==> config.mk <==
export PLATFORM = sky130hd
export DESIGN_NAME = pcm_pdm_packer
export DESIGN_NICKNAME = d
export VERILOG_FILES = /design/src/rtl/pdm_pkg.sv /design/src/rtl/pdm_dsm1.sv /design/src/rtl/pcm_pdm_packer.sv
export SDC_FILE = /design/constraint.sdc
export NUM_CORES = 1
export LEC_CHECK = 0
export BUFFER_PORTS_ARGS = -buffer_cell sky130_fd_sc_hd__buf_2
export CAP_MARGIN = 5
export CELL_PAD_IN_SITES_DETAIL_PLACEMENT = 1
export CELL_PAD_IN_SITES_GLOBAL_PLACEMENT = 2
export CORE_MARGIN = 4
export CORE_UTILIZATION = 32
export CTS_CLUSTER_SIZE = 30
export DETAILED_ROUTE_END_ITERATION = 8
export GPL_ROUTABILITY_DRIVEN = 0
export PLACE_DENSITY_LB_ADDON = 0.3
export SLEW_MARGIN = 5
export SYNTH_ARGS = -nofsm -noshare
export SYNTH_HDL_FRONTEND = slang
export SYNTH_HIERARCHICAL = 1
export SYNTH_SLANG_ARGS = --single-unit
export TNS_END_PERCENT = 20
==> constraint.sdc <==
create_clock -name clk_i -period 2.1 [get_ports clk_i]
set_input_delay 0.42 -clock clk_i [delete_from_list [all_inputs] [get_ports clk_i]]
set_output_delay 0.42 -clock clk_i [all_outputs]
set_load 0.01 [all_outputs]
==> src/rtl/pdm_pkg.sv <==
// Constants and state encoding shared by the PCM packer and the PDM serializer.
// Changing C_NR_OF_BITS here retargets both ends of the word interface.
package pdm_pkg;
    localparam int C_NR_OF_BITS = 32;
    localparam logic [C_NR_OF_BITS-1:0] C_MIDSCALE = 32'h5555_5555;

    typedef enum logic [1:0] {
        IDLE  = 2'd0,
        FETCH = 2'd1,
        BUILD = 2'd2,
        FULL  = 2'd3
    } pdm_state_t;
endpackage

==> src/rtl/pdm_dsm1.sv <==
// First-order delta-sigma modulator: one PDM bit per step, combinational bit_o.
// Latency: bit_o reflects the current accumulator; accumulator advances on step_i.
module pdm_dsm1 #(
    parameter int C_PCM_WIDTH = 16
) (
    input  logic                   clk_i,
    input  logic                   rstn_i,
    input  logic                   clr_i,
    input  logic                   step_i,
    input  logic [C_PCM_WIDTH-1:0] sample_i,
    output logic                   bit_o
);
    logic [C_PCM_WIDTH-1:0] acc;
    logic [C_PCM_WIDTH-1:0] u;
    logic [C_PCM_WIDTH:0]   sum;

    // Offset binary: flipping the sign bit maps -full..+full onto 0..2^W-1.
    assign u     = {~sample_i[C_PCM_WIDTH-1], sample_i[C_PCM_WIDTH-2:0]};
    assign sum   = {1'b0, acc} + {1'b0, u};
    assign bit_o = sum[C_PCM_WIDTH];

    always_ff @(posedge clk_i) begin
        if (!rstn_i || clr_i) begin
            acc <= '0;
        end else if (step_i) begin
            acc <= sum[C_PCM_WIDTH-1:0];
        end
    end
endmodule

==> src/rtl/pcm_pdm_packer.sv <==
// Accepts PCM samples, modulates to PDM, packs MSB-first words for the serializer.
// Each word_done_i hands over the finished word, or midscale plus an underrun pulse.
module pcm_pdm_packer
    import pdm_pkg::*;
#(
    parameter int C_PCM_WIDTH        = 16,
    parameter int C_WORDS_PER_SAMPLE = 2
) (
    input  logic                    clk_i,
    input  logic                    rstn_i,
    input  logic                    en_i,
    input  logic [C_PCM_WIDTH-1:0]  sample_i,
    input  logic                    sample_valid_i,
    output logic                    sample_ready_o,
    input  logic                    word_done_i,
    output logic [C_NR_OF_BITS-1:0] data_o,
    output logic                    underrun_o
);
    localparam int BCW = $clog2(C_NR_OF_BITS);
    localparam int WCW = (C_WORDS_PER_SAMPLE > 1) ? $clog2(C_WORDS_PER_SAMPLE) : 1;

    pdm_state_t              state;
    logic [C_PCM_WIDTH-1:0]  sample_q;
    logic [C_NR_OF_BITS-1:0] build_q;
    logic [BCW-1:0]          bit_cnt;
    logic [WCW-1:0]          word_cnt;
    logic                    pdm_bit;

    pdm_dsm1 #(
        .C_PCM_WIDTH(C_PCM_WIDTH)
    ) u_dsm (
        .clk_i    (clk_i),
        .rstn_i   (rstn_i),
        .clr_i    (!en_i),
        .step_i   (en_i && (state == BUILD)),
        .sample_i (sample_q),
        .bit_o    (pdm_bit)
    );

    always_ff @(posedge clk_i) begin
        if (!rstn_i) begin
            state          <= IDLE;
            data_o         <= C_MIDSCALE;
            sample_ready_o <= 1'b0;
            underrun_o     <= 1'b0;
            sample_q       <= '0;
            build_q        <= '0;
            bit_cnt        <= '0;
            word_cnt       <= '0;
        end else if (!en_i) begin
            state          <= IDLE;
            data_o         <= C_MIDSCALE;
            sample_ready_o <= 1'b0;
            underrun_o     <= 1'b0;
            bit_cnt        <= '0;
            word_cnt       <= '0;
        end else begin
            underrun_o <= 1'b0;
            // Any done pulse outside FULL finds no word ready.
            if (word_done_i && (state != FULL)) begin
                data_o     <= C_MIDSCALE;
                underrun_o <= 1'b1;
            end
            case (state)
                IDLE: begin
                    state          <= FETCH;
                    sample_ready_o <= 1'b1;
                end
                FETCH: begin
                    if (sample_valid_i) begin
                        sample_q       <= sample_i;
                        bit_cnt        <= '0;
                        state          <= BUILD;
                        sample_ready_o <= 1'b0;
                    end
                end
                BUILD: begin
                    // Shifting in from the LSB leaves the first bit in the MSB after a full word.
                    build_q <= {build_q[C_NR_OF_BITS-2:0], pdm_bit};
                    if (bit_cnt == BCW'(C_NR_OF_BITS - 1)) begin
                        state <= FULL;
                    end else begin
                        bit_cnt <= bit_cnt + BCW'(1);
                    end
                end
                FULL: begin
                    if (word_done_i) begin
                        data_o <= build_q;
                        if (word_cnt == WCW'(C_WORDS_PER_SAMPLE - 1)) begin
                            word_cnt       <= '0;
                            state          <= FETCH;
                            sample_ready_o <= 1'b1;
                        end else begin
                            word_cnt <= word_cnt + WCW'(1);
                            bit_cnt  <= '0;
                            state    <= BUILD;
                        end
                    end
                end
                default: begin
                    state          <= IDLE;
                    sample_ready_o <= 1'b0;
                end
            endcase
        end
    end
endmodule

==> impl_metrics.csv <==
group,metric,value,unit
yosys,synth.top_cell.area_share,44.6,%
place,dpl_cell_area,5220,sq um
clock_network,postCtsHoldBufs,0,
sta,setup_viol,0,
finish,stdcell_area,5520,sq um
sta,slew_violations,0,
critical_path,crit_start,"sample_q[0]",
pwr,vdd.ir_drop.worst,0.403,mV
sta,tns,0,ns
sta,relSlewSlack,62.1,%
routing,drt_pass1_iterations,4,
critical_path,crit_arrival,2.27,ns
place,io_buffers,54,
critical_path,critPathCapture,"u_dsm/acc[14]",
yosys,syn_area_per_cell,8.63,sq um
finish,nFillCells,1751,
yosys,ys_types,58,
finish,multi_input_area,2440,sq um
status,status,"completed",
sta,rsz0062_at_grt,"true",
clock_network,clockBufferDepth,2,
yosys,yosys.area.top_type,"dfxtp_1",
yosys,synth_area_leaders,"dfxtp_1 (45%), nand2_1 (10%), a21boi_1 (6.1%), ha_1 (4.7%), a21oi_1 (3.3%)",
die,die-area,16900,sq um
routing,wl_per_cell,15.9,um
finish,seqCellArea,2120,sq um
clock_network,cts_root_buf,"clkbuf_16",
die,die-width,130,um
clock_network,htree_num_levels,3,
job,max_cap_viol_count,0,
sta,hold_violations,0,
critical_path,required,2.34,ns
die,num_io_pins,55,
finish,antenna_cells,0,
global_routing,grt_overflow,0,
yosys,synth-seq-cells,106,
finish,mostFrequentLayoutCells,"nand2_1 (133), dfxtp_1 (104), buf_2 (54), nor2_1 (40), a21boi_1 (39)",
pwr,power.density,706,nW/um^2
finish,area_growth,16.0,%
finish,layout_commonest_cell,"nand2_1",
clock_network,cts_tree,"done",
critical_path,regToRegSetupSlack,0.06,ns
yosys,syn_inst,552,
finish,utilization,38.0,%
routing,wl,12500,um
routing,ant_nets,0,
place,dp_hpwl,8900,um
yosys,ys_warn_count,6,
finish,drive_above_1_share,17.5,%
finish,nets,642,
die,die_h,130,um
yosys,syn_nets,592,
sta,post-route-period-util,96.9,%
clock_network,clock_latency,0.35,ns
routing,vias,4005,
global_routing,grt_max_degree,39,
sta,finClkSkew,0.0110,ns
die,placementRows,44,
global_routing,grt_use_total,15.6,%
yosys,ys_seq_area_share,44.6,%
critical_path,crit_type,"reg -> reg",
global_routing,grt_pass1_vias,4173,
worst_hold_path,hp-class,"in -> reg",
global_routing,grt_pass1_wl,20900,um
critical_path,r2r_cells,10,
sta,fin_crit,2.04,ns
critical_path,timing.rr.end,"u_dsm/acc[14]",
clock_network,cts_sinks,106,
critical_path,r2r-start,"sample_q[0]",
yosys,syn_area,4760,sq um
global_routing,antenna_found_initial,0,
clock_network,cts-resized-gates,2,
clock_network,cts-buffers-inserted,9,
critical_path,crit_path_max_fanout,3,
die,coreArea,14500,sq um
clock_network,post_cts_buffers,0,
sta,tightest_slew,0.567,ns
routing,drc,0,
critical_path,cp-end-kind,"flop",
pwr,p_leak,2.03,nW
critical_path,cp-start-kind,"flop",
routing,routed_via_density,5.08,
routing,drt_iter0_drc,249,
sta,fmax,0.491,GHz
clock_network,path_clk_slew,0.07,ns
die,initial_core_util,32.8,%
==> per-stage QoR <==
| step | setup WS [ns] | power, mW | std cells | hold WS, ns |
|---|---|---|---|---|
| floorplan | 0.0180 | 2.18 | 552 | 0.429 |
| global placement | 0.0322 | 2.24 | 775 | 0.438 |
| detailed placement | -0.0158 | 2.24 | 775 | 0.445 |
| CTS | 0.0375 | 3.96 | 789 | 0.286 |
| global route | -0.0810 | 4.06 | 789 | 0.291 |
| finish | 0.0649 | 3.90 | 789 | 0.296 |
==> logic make-up after synthesis <==
kind of cell | Yosys count | share of synthesized area (%)
multiplexers | 5 | 1.05
buffers and inverters | 43 | 4.60
XOR/XNOR | 11 | 2.02
AO/OA/AOI/OAI | 143 | 21.2
flip-flops | 106 | 44.6
adder cells (fa/ha/maj) | 19 | 5.15
AND/OR/NAND/NOR | 225 | 21.4
==> worst min-delay path by stage <==
stage | slack (ns) | startpoint | end | cells past startpoint
floorplan | 0.43 | u_dsm/acc[10] | u_dsm/acc[10] | 2
detailed placement | 0.45 | u_dsm/acc[13] | u_dsm/acc[13] | 2
finish | 0.30 | sample_i[13] | sample_q[13] | 3
global placement | 0.44 | u_dsm/acc[13] | u_dsm/acc[13] | 2
global route | 0.29 | sample_i[13] | sample_q[13] | 3
CTS | 0.29 | sample_i[13] | sample_q[13] | 3
==> layer usage <==
| layer | global-route usage, % | vias to the layer above | routed length [um] |
|---|---|---|---|
| met5 | 0 | - | 0 |
| met4 | 5.20 | 0 | 196 |
| met3 | 3.64 | 18 | 381 |
| met2 | 27.5 | 47 | 6330 |
| met1 | 18.8 | 1961 | 5610 |
| li1 | - | 1979 | - |
==> final cells by class <==
class                           instances  area share (%)
Timing Repair Buffer                   72            7.34
Tap cell                              184            4.17
Sequential cell                       106            38.5
Clock inverter                          5            1.16
Clock buffer                            9            4.08
Multi-Input combinational cell        403            44.1
Inverter                               10           0.680
==> power breakdown <==
group	switching [mW]	internal, mW	total (mW)	leakage, nW
Sequential	0.00750	2.02	2.03	0.856
Combinational	0.102	0.0613	0.163	1.04
Clock	0.788	0.923	1.71	0.138
Total	0.898	3.00	3.90	2.03
==> worst max-delay path: stages, from the launching register on <==
cell and delay [ns]:
dfxtp_2 0.33, ha_1 0.16, inv_1 0.06, fa_2 0.36
nor2b_4 0.13, o31a_4 0.14, o31ai_4 0.06, o31ai_2 0.25
buf_4 0.18, and3_4 0.18, o221ai_2 0.08
==> cells in the mapped netlist (all sizes together) <==
master     n
buf       21
a211oi     6
o221ai     1
o41ai      1
o21a       3
clkbuf    12
a21o       1
nor2b     21
o31ai      3
a41oi      2
nor3       4
o21ai     19
o31a       2
a21boi    48
nand3      6
o22ai     17
nand4b     3
inv       10
nand2    133
a31oi      1
nand2b     1
and2       1
and4b      1
a2bb2oi    2
xor2       1
o211ai     4
or3        1
dfxtp    106
a21oi     31
nor3b      1
nand3b     2
and3       5
mux2i      5
fa         1
o21bai     2
nor2      40
or3b       1
xnor2     10
ha        18
nand4      5
Note: power is estimated with default switching activity, not from simulation.
